==> config.mk <==
export PLATFORM = sky130hd
export DESIGN_NAME = puf_challenge_ctrl
export DESIGN_NICKNAME = d
export VERILOG_FILES = /design/src/rtl/puf_challenge_ctrl.sv
export SDC_FILE = /design/constraint.sdc
export NUM_CORES = 1
export LEC_CHECK = 0
export ABC_AREA = 1
export CORE_UTILIZATION = 45
export DETAILED_ROUTE_END_ITERATION = 10
export DONT_BUFFER_PORTS = 1
export PLACE_DENSITY_LB_ADDON = 0.15
export SYNTH_ARGS = -nofsm -noshare
export SYNTH_HDL_FRONTEND = slang
export SYNTH_SLANG_ARGS = --single-unit
==> constraint.sdc <==
create_clock -name clk -period 3.6 [get_ports clk]
set_clock_uncertainty 0.05 [all_clocks]
set_input_delay 0.36 -clock clk [delete_from_list [all_inputs] [get_ports clk]]
set_output_delay 0.36 -clock clk [all_outputs]
set_load 0.02 [all_outputs]
==> src/rtl/puf_challenge_ctrl.sv <==
// Arbiter-PUF challenge sequencer: LFSR challenges, REPS-fold majority vote, RESP_BITS-bit word.
// Latency 1+RESP_BITS*(REPS*(SETTLE_CYC+EVAL_CYC)+1) cycles start->done; start ignored while busy. Option: PUF_STATS_EN.
module puf_challenge_ctrl #(
  parameter int N = 64,
  parameter int RESP_BITS = 32,
  parameter int REPS = 7,
  parameter int SETTLE_CYC = 4,
  parameter int EVAL_CYC = 8,
  parameter logic [N-1:0] TAPS = 64'hD800000000000000
) (
  input  logic                 clk,
  input  logic                 rst,
  input  logic                 start,
  input  logic [N-1:0]         seed,
  output logic                 busy,
  output logic                 done,
  output logic [RESP_BITS-1:0] resp_word,
  output logic                 launch,
  output logic [N-1:0]         challenge,
  input  logic                 puf_response
`ifdef PUF_STATS_EN
  ,
  output logic [15:0]          unstable_cnt
`endif
);

  localparam int TMAX = (SETTLE_CYC > EVAL_CYC) ? SETTLE_CYC : EVAL_CYC;
  localparam int CW   = $clog2(TMAX + 1);
  localparam int BW   = (RESP_BITS > 1) ? $clog2(RESP_BITS) : 1;

  localparam logic [CW-1:0] SETTLE_LAST = CW'(SETTLE_CYC - 1);
  localparam logic [CW-1:0] EVAL_LAST   = CW'(EVAL_CYC - 1);
  localparam logic [3:0]    REP_LAST    = 4'(REPS - 1);
  localparam logic [3:0]    REPS_ALL    = 4'(REPS);
  localparam logic [3:0]    REPS_HALF   = 4'(REPS / 2);
  localparam logic [BW-1:0] BIT_LAST    = BW'(RESP_BITS - 1);

  typedef enum logic [2:0] {IDLE, LOAD, SETTLE, EVAL, VOTE, DONE} state_t;

  state_t          state, nstate;
  logic [CW-1:0]   tmr;
  logic [3:0]      rep;
  logic [3:0]      ones;
  logic [BW-1:0]   bitcnt;
  logic            resp_meta, resp_s;
  logic            settle_last, eval_last, vote;
  logic            launch_nxt, busy_nxt, done_nxt;

  assign settle_last = (tmr == SETTLE_LAST);
  assign eval_last   = (tmr == EVAL_LAST);
  assign vote        = (ones > REPS_HALF);

  // puf_response is asynchronous to clk; only resp_s is ever used
  always_ff @(posedge clk or posedge rst) begin
    if (rst) begin
      resp_meta <= 1'b0;
      resp_s    <= 1'b0;
    end else begin
      resp_meta <= puf_response;
      resp_s    <= resp_meta;
    end
  end

  always_ff @(posedge clk or posedge rst) begin
    if (rst) state <= IDLE;
    else     state <= nstate;
  end

  always_comb begin
    nstate = state;
    unique case (state)
      IDLE:    if (start) nstate = LOAD;
      LOAD:    nstate = SETTLE;
      SETTLE:  if (settle_last) nstate = EVAL;
      EVAL:    if (eval_last) nstate = (rep == REP_LAST) ? VOTE : SETTLE;
      VOTE:    nstate = (bitcnt == BIT_LAST) ? DONE : SETTLE;
      DONE:    nstate = IDLE;
      default: nstate = IDLE;
    endcase
  end

  // Outputs are decoded from the next state so they come straight off flops
  always_comb begin
    launch_nxt = (nstate == EVAL);
    busy_nxt   = (nstate != IDLE);
    done_nxt   = (nstate == DONE);
  end

  always_ff @(posedge clk or posedge rst) begin
    if (rst) begin
      launch <= 1'b0;
      busy   <= 1'b0;
      done   <= 1'b0;
    end else begin
      launch <= launch_nxt;
      busy   <= busy_nxt;
      done   <= done_nxt;
    end
  end

  always_ff @(posedge clk or posedge rst) begin
    if (rst) begin
      tmr <= '0;
    end else if (nstate != state) begin
      tmr <= '0;
    end else if (state == SETTLE || state == EVAL) begin
      tmr <= tmr + CW'(1);
    end
  end

  // Challenge moves only on entry to LOAD or out of VOTE, both with launch low
  always_ff @(posedge clk or posedge rst) begin
    if (rst) begin
      challenge <= '0;
      resp_word <= '0;
      rep       <= '0;
      ones      <= '0;
      bitcnt    <= '0;
    end else if (nstate == LOAD) begin
      challenge <= (seed == '0) ? N'(1) : seed;
      rep       <= '0;
      ones      <= '0;
      bitcnt    <= '0;
    end else if (state == EVAL && eval_last) begin
      ones <= ones + {3'b000, resp_s};
      if (rep != REP_LAST) rep <= rep + 4'd1;
    end else if (state == VOTE) begin
      resp_word[bitcnt] <= vote;
      challenge         <= {challenge[N-2:0], ^(challenge & TAPS)};
      rep               <= '0;
      ones              <= '0;
      if (bitcnt != BIT_LAST) bitcnt <= bitcnt + BW'(1);
    end
  end

`ifdef PUF_STATS_EN
  // Counts challenges whose REPS evaluations did not all agree
  always_ff @(posedge clk or posedge rst) begin
    if (rst) begin
      unstable_cnt <= '0;
    end else if (nstate == LOAD) begin
      unstable_cnt <= '0;
    end else if (state == VOTE && ones != 4'd0 && ones != REPS_ALL &&
                 unstable_cnt != 16'hFFFF) begin
      unstable_cnt <= unstable_cnt + 16'd1;
    end
  end
`endif

endmodule

==> impl_metrics.py, run 1 <==
metrics = {
    "yosys": {
        "yosysWarnings": 0,
        "synth_top_family_by_area": "simple AND/OR/NAND/NOR gates",
        "yosys_register_bits": 121,
        "synth_cells": 643,
        "syn_area_per_cell_sq_um": 8.737,
        "syn_area_sq_um": 5618,
        "synth_seq_area_share_pct": 53.90,
        "synth.net_count": 721,
        "synth_compound_area_share_pct": 14.43,
        "synthSimpleGateAreaFrac_pct": 19.38,
        "synthXorXnorAreaFrac_pct": 1.871,
        "yosys.area_share.adder_pct": 2.227,
        "synth.distinct_cells": 25,
        "muxShareOfSynthArea_pct": 0,
    },
    "global_routing": {
        "grt_max_degree": 84,
        "first_global_vias": 4433,
        "grt_antenna_before_repair": 0,
        "grt_usage_pct": 22.47,
        "grt_overflow": 0,
        "grt_pass1_wl_mm": 22.34,
    },
    "cts": {
        "cts.sinks": 121,
        "h-tree-depth": 4,
        "insertion_delay_ns": 0.41,
        "cts_tree": "yes",
        "cts_resized": 0,
        "postCtsHoldBufs": 2,
        "root_buffer": "clkbuf_16",
        "cts_setup_buffers": 0,
        "clk_pin_slew_worst_paths_ns": 0.06,
        "cts_max_path_buffers": 2,
        "cts_buffers": 17,
    },
    "run_status": {
        "status": "complete, no violations",
    },
    "drt": {
        "drt_iter0_markers": 245,
        "vias_per_cell": 5.275,
        "dr.pass1.iters": 5,
        "ant_nets": 0,
        "wl_per_cell_microns": 16.23,
        "vias": 4357,
        "drt-total-wl_mm": 13.41,
        "drc_errors": 0,
    },
    "power_and_ir_drop": {
        "power.density_nw_per_um2": 491.5,
        "p_leak_nw": 2.980,
        "vdd_drop_max_v": 0.0002880,
    },
    "finish": {
        "antenna_cells": 0,
        "multi_input_area_sq_um": 2132,
        "fillers": 1144,
        "area_growth_pct": 13.39,
        "regArea_sq_um": 3028,
        "drive_above_1_share_pct": 7.143,
        "fin_cells": 826,
        "num-nets-final": 723,
        "stdcell_area_sq_um": 6370,
        "final_util_pct": 52.59,
    },
    "worst_setup_path": {
        "critPathKind": "flop to flop",
        "start_kind": "flop",
        "cp_common_cell": "inv_2",
        "crit_path_end_kind": "flop",
        "critical_path.slowest_cell": "inv_2",
        "path_delay_family": "buffers and inverters",
        "path_max_fanout": 55,
        "crit_chain": "nor2_2, nand3_2, inv_2, nor2_8, inv_2, o221ai_1",
        "cp.required_ns": 3.78,
        "arrival_ns": 2.46,
        "cpPeakStageDelay_ns": 0.67,
        "crit_buf_inv": 2,
    },
    "sta": {
        "final_hold_viol_count": 0,
        "min_period_ns": 2.275,
        "finalSetupViolCount": 0,
        "slew_violations": 0,
        "relSlewSlack_pct": 27.95,
        "max_freq_ghz": 0.4395,
        "tns_ns": 0,
        "rsz0062_at_grt": "false",
        "timing.hold.ws_ns": 0.02338,
        "worst_pin_slew_ns": 1.079,
        "fin_crit_sh_pct": 63.20,
    },
    "floorplan": {
        "die_w_microns": 113.7,
        "die-area_sq_um": 12930,
        "core.rowCount": 40,
        "dieHeight_microns": 113.7,
        "io-pin-count": 167,
        "core_area_sq_um": 12110,
        "initial_core_util_pct": 46.38,
    },
    "placed_design": {
        "gp_congestion": 0.8080,
        "io_buffers": 0,
        "dp.cells": 792,
        "hpwl_mm": 9.395,
        "placed_cell_area_sq_um": 5769,
    },
    "hold_path": {
        "hold_path_class": "input port to flop",
    },
    "job": {
        "maxCapViolCount": 0,
    },
}
## layout by cell type, fill, tap and decap left out, drive strengths merged
cell / count
xor2: 7
clkinv: 5
dlygate4sd3: 2
nand4: 2
xnor2: 5
clkinvlp: 5
clkbuf: 20
o21ai: 22
o22ai: 3
o211ai: 3
buf: 3
nand2: 118
ha: 10
dfrtp: 121
bufinv: 2
a21oi: 31
a22oi: 3
inv: 96
o221ai: 55
nor2: 116
nand3: 29
## synthesized netlist by cell type (all sizes together)
| cell type | number | share of area, % |
|---|---|---|
| a21oi | 31 | 2.8 |
| a22oi | 3 | 0.40 |
| buf | 9 | 0.91 |
| clkbuf | 13 | 0.87 |
| dfrtp | 121 | 54 |
| ha | 10 | 2.2 |
| inv | 96 | 6.4 |
| nand2 | 118 | 8.0 |
| nand3 | 29 | 2.7 |
| nand4 | 2 | 0.22 |
| nor2 | 116 | 8.5 |
| o211ai | 3 | 0.40 |
| o21ai | 22 | 2.0 |
| o221ai | 55 | 8.6 |
| o22ai | 3 | 0.33 |
| xnor2 | 5 | 0.78 |
| xor2 | 7 | 1.1 |
## kinds of logic after synthesis
logic type      Yosys count
flops                   121
simple gates            265
buf+inv                 118
compound gates          117
fa+ha+maj                10
xor+xnor                 12
## metrics by stage
step	power (mW)	worst slack [ns]
2_1_floorplan	1.475	1.707
3_3_place_gp	1.499	1.404
3_5_place_dp	1.504	1.317
4_1_cts	3.164	1.320
5_1_grt	3.237	1.101
6_report	3.131	1.325
## path summary, 6_finish.rpt
check | from | end | slack (ns) | cells after the start
max reg2reg | state[0] | challenge[32] | 1.32 | 6
min | seed[40] | challenge[40] | 0.02 | 2
max | state[0] | challenge[32] | 1.32 | 6
min in group asynchronous | rst | challenge[28] | 0.56 | 2
min reg2reg | resp_meta | resp_s | 0.30 | 0
max in group asynchronous | rst | ones[2] | 2.04 | 3
## power by group
group / switching (mW) / internal, mW
Clock: 0.603 / 1.05
Combinational: 0.0684 / 0.0276
Sequential: 0.0101 / 1.37
Total: 0.682 / 2.45
## layout make-up
| cell class | count | share of cell area (%) |
|---|---|---|
| well taps | 168 | 3.300 |
| inverters | 96 | 5.716 |
| repair buffers | 5 | 0.8643 |
| multi-input cells | 404 | 33.47 |
| flip-flops and latches | 121 | 47.53 |
| clock inverters | 12 | 1.945 |
| clock buffers | 20 | 7.170 |
## sequential cells by signal, indices dropped and copies added, names as in the netlist
name,count
resp_s,1
launch,1
done,1
challenge,64
rep,4
busy,1
state,3
resp_meta,1
resp_word,32
bitcnt,5
tmr,4
ones,4
## routing by layer
metal	up-vias	track usage [%]	wire length (microns)
li1	2120	-	-
met1	2083	27.03	5601
met5	-	0	0
met2	138	35.57	6385
met4	0	7.719	187
met3	16	10.41	1235
Power figures use the tool's default switching activity.
==> run 2: changes to the inputs <==
- clock period: 3.6 -> 2.2 ns (I/O delays scaled with it)
==> run 2 against run 1 <==
Net effect:
- first-iteration DRC count grew 11%
- sequential power grew 64%
- clock-buffer cell count is 6 higher
- critical endpoint is now challenge[31]
- final cell count increased by 8.4%
- core utilization up 6.3 points
- register-to-register slack lost 1.0 ns
==> impl_metrics.py, run 2 (synthesis gave the netlist of run 1 again) <==
metrics = {
    "cts": {
        "cts_setup_buffers": 0,
        "cts.sinks": 121,
        "cts_tree": "yes",
        "root_buffer": "clkbuf_16",
        "cts_max_path_buffers": 2,
        "clk_pin_slew_worst_paths_ns": 0.05,
        "cts_buffers": 17,
        "cts_resized": 0,
        "h-tree-depth": 4,
        "insertion_delay_ns": 0.41,
    },
    "drt": {
        "dr.pass1.iters": 4,
        "drc_errors": 0,
        "wl_per_cell_microns": 15.90,
        "ant_nets": 0,
        "vias": 4670,
        "drt_iter0_markers": 273,
        "drt-total-wl_mm": 14.23,
        "vias_per_cell": 5.218,
    },
    "finish": {
        "fillers": 1098,
        "stdcell_area_sq_um": 7127,
        "largest_reg_flops": 64,
        "final_util_pct": 58.84,
        "layout_common_cells": "dfrtp_1 (121), nand2_1 (116), nor2_1 (111)",
        "antenna_cells": 0,
        "mostFrequentLayoutCell": "dfrtp_1",
        "top_regs": "challenge (64), resp_word (32), bitcnt (5)",
        "area_growth_pct": 26.86,
        "regMostFlops": "challenge",
        "drive_above_1_share_pct": 7.153,
        "num-nets-final": 792,
    },
    "global_routing": {
        "grt_usage_pct": 23.37,
        "first_global_vias": 4739,
        "grt_pass1_wl_mm": 23.29,
        "grt_overflow": 0,
        "grt_antenna_before_repair": 0,
        "grt_max_degree": 64,
    },
    "power_and_ir_drop": {
        "vdd_drop_max_v": 0.0005376,
        "p_leak_nw": 3.313,
        "power.density_nw_per_um2": 765.3,
    },
    "floorplan": {
        "die_w_microns": 113.7,
        "io-pin-count": 167,
        "core_area_sq_um": 12110,
        "core.rowCount": 40,
        "die-area_sq_um": 12930,
        "dieHeight_microns": 113.7,
        "initial_core_util_pct": 46.38,
    },
    "sta": {
        "fin_crit_sh_pct": 86.93,
        "worst_pin_slew_ns": 0.7283,
        "finalSetupViolCount": 0,
        "tns_ns": 0,
        "final_hold_viol_count": 0,
        "slew_violations": 0,
        "max_freq_ghz": 0.5229,
        "min_period_ns": 1.913,
        "relSlewSlack_pct": 51.34,
        "rsz0062_at_grt": "false",
    },
    "placed_design": {
        "hpwl_mm": 9.566,
        "gp_congestion": 0.8024,
        "io_buffers": 0,
        "placed_cell_area_sq_um": 5839,
    },
    "worst_setup_path": {
        "cp.required_ns": 2.46,
        "arrival_ns": 2.18,
        "path_max_fanout": 29,
        "critPathKind": "flop to flop",
        "start_kind": "flop",
        "crit_path_end_kind": "flop",
    },
    "job": {
        "maxCapViolCount": 0,
    },
    "run_status": {
        "status": "complete, no violations",
    },
    "hold_path": {
        "hold_path_class": "input port to flop",
    },
}
## run 2: report_power, final
group	switching, mW	leakage, nW	internal [mW]
logic	0.134	1.67	0.123
clock network	0.946	0.313	1.99
registers	0.0160	1.33	2.25
## run 2: stage by stage
stage | power (mW) | instances | hold slack, ns | setup WS (ns)
6_report | 5.454 | 895 | 0.03228 | 0.2874
5_1_grt | 5.635 | 895 | 0.02263 | 0.1390
4_1_cts | 5.509 | 895 | 0.005500 | 0.2831
3_5_place_dp | 2.464 | 798 | 0.1946 | 0.3038
3_3_place_gp | 2.457 | 798 | 0.1909 | 0.3637
2_1_floorplan | 2.413 | 643 | 0.2014 | 0.4467
## run 2: final timing paths
check	slack (ns)	depth (start not counted)	endpoint	startpoint
setup / recovery	0.29	6	challenge[31]	state[1]
hold / removal	0.03	2	challenge[2]	seed[2]
setup reg to reg	0.29	6	challenge[31]	state[1]
hold reg to reg	0.29	0	resp_s	resp_meta
max in group asynchronous	1.04	3	bitcnt[4]	rst
min in group asynchronous	0.36	2	resp_s	rst
## run 2: critical path: stages, from the launching register on
cell	delay [ns]
dfrtp_1	0.40
nor2_2	0.16
inv_1	0.12
nor2_8	0.29
inv_2	0.29
buf_4	0.30
o221ai_1	0.20
## run 2: layout make-up
| cell class | instances | area (sq um) | share of cell area (%) |
|---|---|---|---|
| Inverter | 96 | 364.1 | 5.109 |
| Clock inverter | 6 | 107.6 | 1.510 |
| Sequential cell | 121 | 3028 | 42.49 |
| Timing Repair Buffer | 74 | 755.7 | 10.60 |
| Tap cell | 168 | 210.2 | 2.949 |
| Clock buffer | 26 | 529.3 | 7.426 |
| Multi-Input combinational cell | 404 | 2132 | 29.92 |
## run 2: per-layer routing
| metal | vias to the layer above | global-route usage (%) | part of all wire, % |
|---|---|---|---|
| met4 | 0 | 7.719 | 1.3 |
| met3 | 13 | 8.448 | 7.1 |
| li1 | 2265 | - | - |
| met2 | 138 | 38.90 | 49 |
| met5 | - | 0 | 0 |
| met1 | 2254 | 28.14 | 42 |
## run 2: timing repair
item | 4_1_cts | 5_1_grt
hold buffers | 65 | 0
setup endpoints to repair | 0 | 0
endpoints found under the hold margin | 92 | 0
==> run 3: changes to the inputs <==
- ABC_AREA: 1 -> 0
- CORE_MARGIN: unset -> 5
- MAX_ROUTING_LAYER: unset -> met4
==> run 3 against run 2 <==
Net effect:
- core utilization decreased by 1.5 points
- sequential share of layout area increased by 1.1 points
- clock power decreased by 20%
- largest power group unchanged
- worst hold slack improved by 0.10 ns
- critical endpoint is now challenge[28]
==> impl_metrics.py, run 3 <==
metrics = {
    "global_routing": {
        "grt_pass1_wl_mm": 24.52,
        "first_global_vias": 4737,
        "grt_usage_pct": 21.73,
        "grt_overflow": 0,
        "grt_antenna_before_repair": 0,
        "grt_max_degree": 74,
    },
    "sta": {
        "relSlewSlack_pct": 42.96,
        "timing.hold.ws_ns": 0.1365,
        "min_period_ns": 2.039,
        "slew_violations": 0,
        "rsz0062_at_grt": "false",
        "finalSetupViolCount": 0,
        "tns_ns": 0,
        "max_freq_ghz": 0.4905,
        "final_hold_viol_count": 0,
        "worst_pin_slew_ns": 0.8536,
        "fin_crit_sh_pct": 92.67,
    },
    "drt": {
        "dr.pass1.iters": 5,
        "drc_errors": 0,
        "vias_per_cell": 5.711,
        "vias": 4569,
        "drt-total-wl_mm": 15.14,
        "drt_iter0_markers": 393,
        "ant_nets": 0,
        "wl_per_cell_microns": 18.93,
    },
    "worst_setup_path": {
        "r2r-end": "challenge[28]",
        "crit_path_end_kind": "flop",
        "r2r-start": "state[2]",
        "arrival_ns": 2.33,
        "critical_path.slowest_cell": "nor2_4",
        "start_kind": "flop",
        "cpPeakStageDelay_ns": 0.67,
        "rr_worst_depth": 6,
        "crit_chain": "inv_1, and3_2, nor2_4, buf_4, a22oi_1, nand2_1",
        "reg2reg_slack_ns": 0.16,
        "critPathKind": "flop to flop",
        "cp.required_ns": 2.50,
        "path_max_fanout": 36,
    },
    "yosys": {
        "yosysWarnings": 0,
        "synth.most_common_cell": "nand2_1",
        "synth_flop_cell": "dfrtp_1",
        "synth_top_area_share_pct": 54.13,
        "async_reset_ff_share_pct": 100.0,
        "synth_cells": 552,
        "yosysTopAreaCell": "dfrtp_1",
        "synth_seq_area_share_pct": 54.13,
        "syn_area_per_cell_sq_um": 10.13,
        "synth.area.top_cells": "dfrtp_1 (54%), nand2_1 (9.9%), a22oi_1 (7.9%), mux2_2 (4.4%), ha_1 (2.2%)",
        "syn_area_sq_um": 5594,
        "netlist_top_cells_count": "nand2_1 (147), dfrtp_1 (121), a22oi_1 (59)",
        "synth_enable_flop_cells": 0,
        "synth.distinct_cells": 43,
        "synth.net_count": 630,
        "yosys_register_bits": 121,
    },
    "finish": {
        "layout_common_cells": "nand2_1 (147), dfrtp_1 (121), dlygate4sd3_1 (66)",
        "antenna_cells": 0,
        "area_growth_pct": 24.13,
        "drive_above_1_share_pct": 11.55,
        "num-nets-final": 701,
        "largest_reg_flops": 64,
        "regMostFlops": "challenge",
        "fin_cells": 800,
        "top_regs": "challenge (64), resp_word (32), bitcnt (5)",
        "mostFrequentLayoutCell": "nand2_1",
    },
    "cts": {
        "cts_max_path_buffers": 2,
        "cts_tree": "yes",
        "cts_buffers": 17,
        "insertion_delay_ns": 0.41,
        "clk_pin_slew_worst_paths_ns": 0.05,
        "cts_setup_buffers": 0,
        "h-tree-depth": 4,
        "cts.sinks": 121,
        "root_buffer": "clkbuf_16",
    },
    "placed_design": {
        "dp.cells": 706,
        "io_buffers": 0,
        "gp_congestion": 0.8203,
        "hpwl_mm": 9.991,
    },
    "power_and_ir_drop": {
        "p_leak_nw": 3.358,
        "finalPower_mw": 4.789,
        "power.density_nw_per_um2": 689.6,
        "vdd_drop_max_v": 0.0003450,
    },
    "floorplan": {
        "core_area_sq_um": 12110,
        "io-pin-count": 167,
        "core.rowCount": 40,
        "initial_core_util_pct": 46.19,
        "dieHeight_microns": 121.5,
        "die-area_sq_um": 14760,
        "die_w_microns": 121.5,
    },
    "job": {
        "maxCapViolCount": 0,
    },
    "hold_path": {
        "hold_path_class": "input port to flop",
        "hold-path-endpoint": "challenge[0]",
        "worstHoldStart": "seed[56]",
        "hold_depth": 5,
    },
    "run_status": {
        "status": "complete, no violations",
    },
}
run 3: kinds of logic (layout without fill, tap and decap cells):
family | count (synthesis) | in the layout | synth area share, %
buffers and inverters | 37 | 117 | 3.400
muxes | 35 | 35 | 6.978
xor gates and xnor gates | 10 | 10 | 1.700
AOI/OAI and AO/OA | 89 | 89 | 11.27
and+or+nand+nor | 250 | 250 | 20.29
DFF | 121 | 121 | 54.13
adders and majority gates | 10 | 10 | 2.237
run 3: worst max path at each step:
stage,startpoint,endpoint,cells past startpoint
floorplan,bitcnt[0],busy,6
global placement,bitcnt[0],busy,6
detailed placement,bitcnt[0],busy,6
CTS,bitcnt[0],busy,6
global route,state[2],challenge[28],6
finish,state[2],challenge[28],6
run 3: layout make-up:
cell class | instances | area (sq um)
clock buffer | 23 | 467.9
tap | 168 | 210.2
timing repair buffer | 83 | 804.5
inverter | 6 | 26.28
clock inverter | 5 | 25.02
sequential | 121 | 3028
fill | 1042 | 5167
multi-input combinational | 394 | 2382
run 3: what timing repair did:
item	in CTS	in global routing
setup endpoints to repair	0	1
gates resized for setup	0	1
endpoints found under the hold margin	186	0
hold buffers	66	0
run 3: critical path: cells and delay by family, from the launching register on:
family / cells / cell delay, ns
compound gates: 1 / 0.09
buf+inv: 2 / 0.42
flops: 1 / 0.42
simple gates: 3 / 0.98
run 3: per-layer routing:
layer / part of all wire [%] / vias up / track usage [%]
li1: - / 2078 / -
met1: 39 / 2236 / 24.37
met2: 48 / 212 / 34.27
met3: 9.4 / 43 / 8.345
met4: 3.0 / 0 / 10.29
met5: 0 / - / -
run 3: power breakdown:
| part | total (mW) | internal, mW | switching (mW) |
|---|---|---|---|
| combinational | 0.185 | 0.101 | 0.0833 |
| sequential | 2.25 | 2.24 | 0.0104 |
| clock | 2.35 | 1.46 | 0.893 |
| total | 4.79 | 3.80 | 0.987 |
run 3: through the flow:
stage | util [%] | instance area, sq um | setup slack (ns)
after floorplan | - | 5598 | 0.2144
after global placement | 47.78 | 5787 | 0.1671
after detailed placement | 47.78 | 5787 | 0.1695
after CTS | 57.30 | 6940 | 0.1519
after global routing | 57.33 | 6944 | 0.001031
final | 57.33 | 6944 | 0.1612
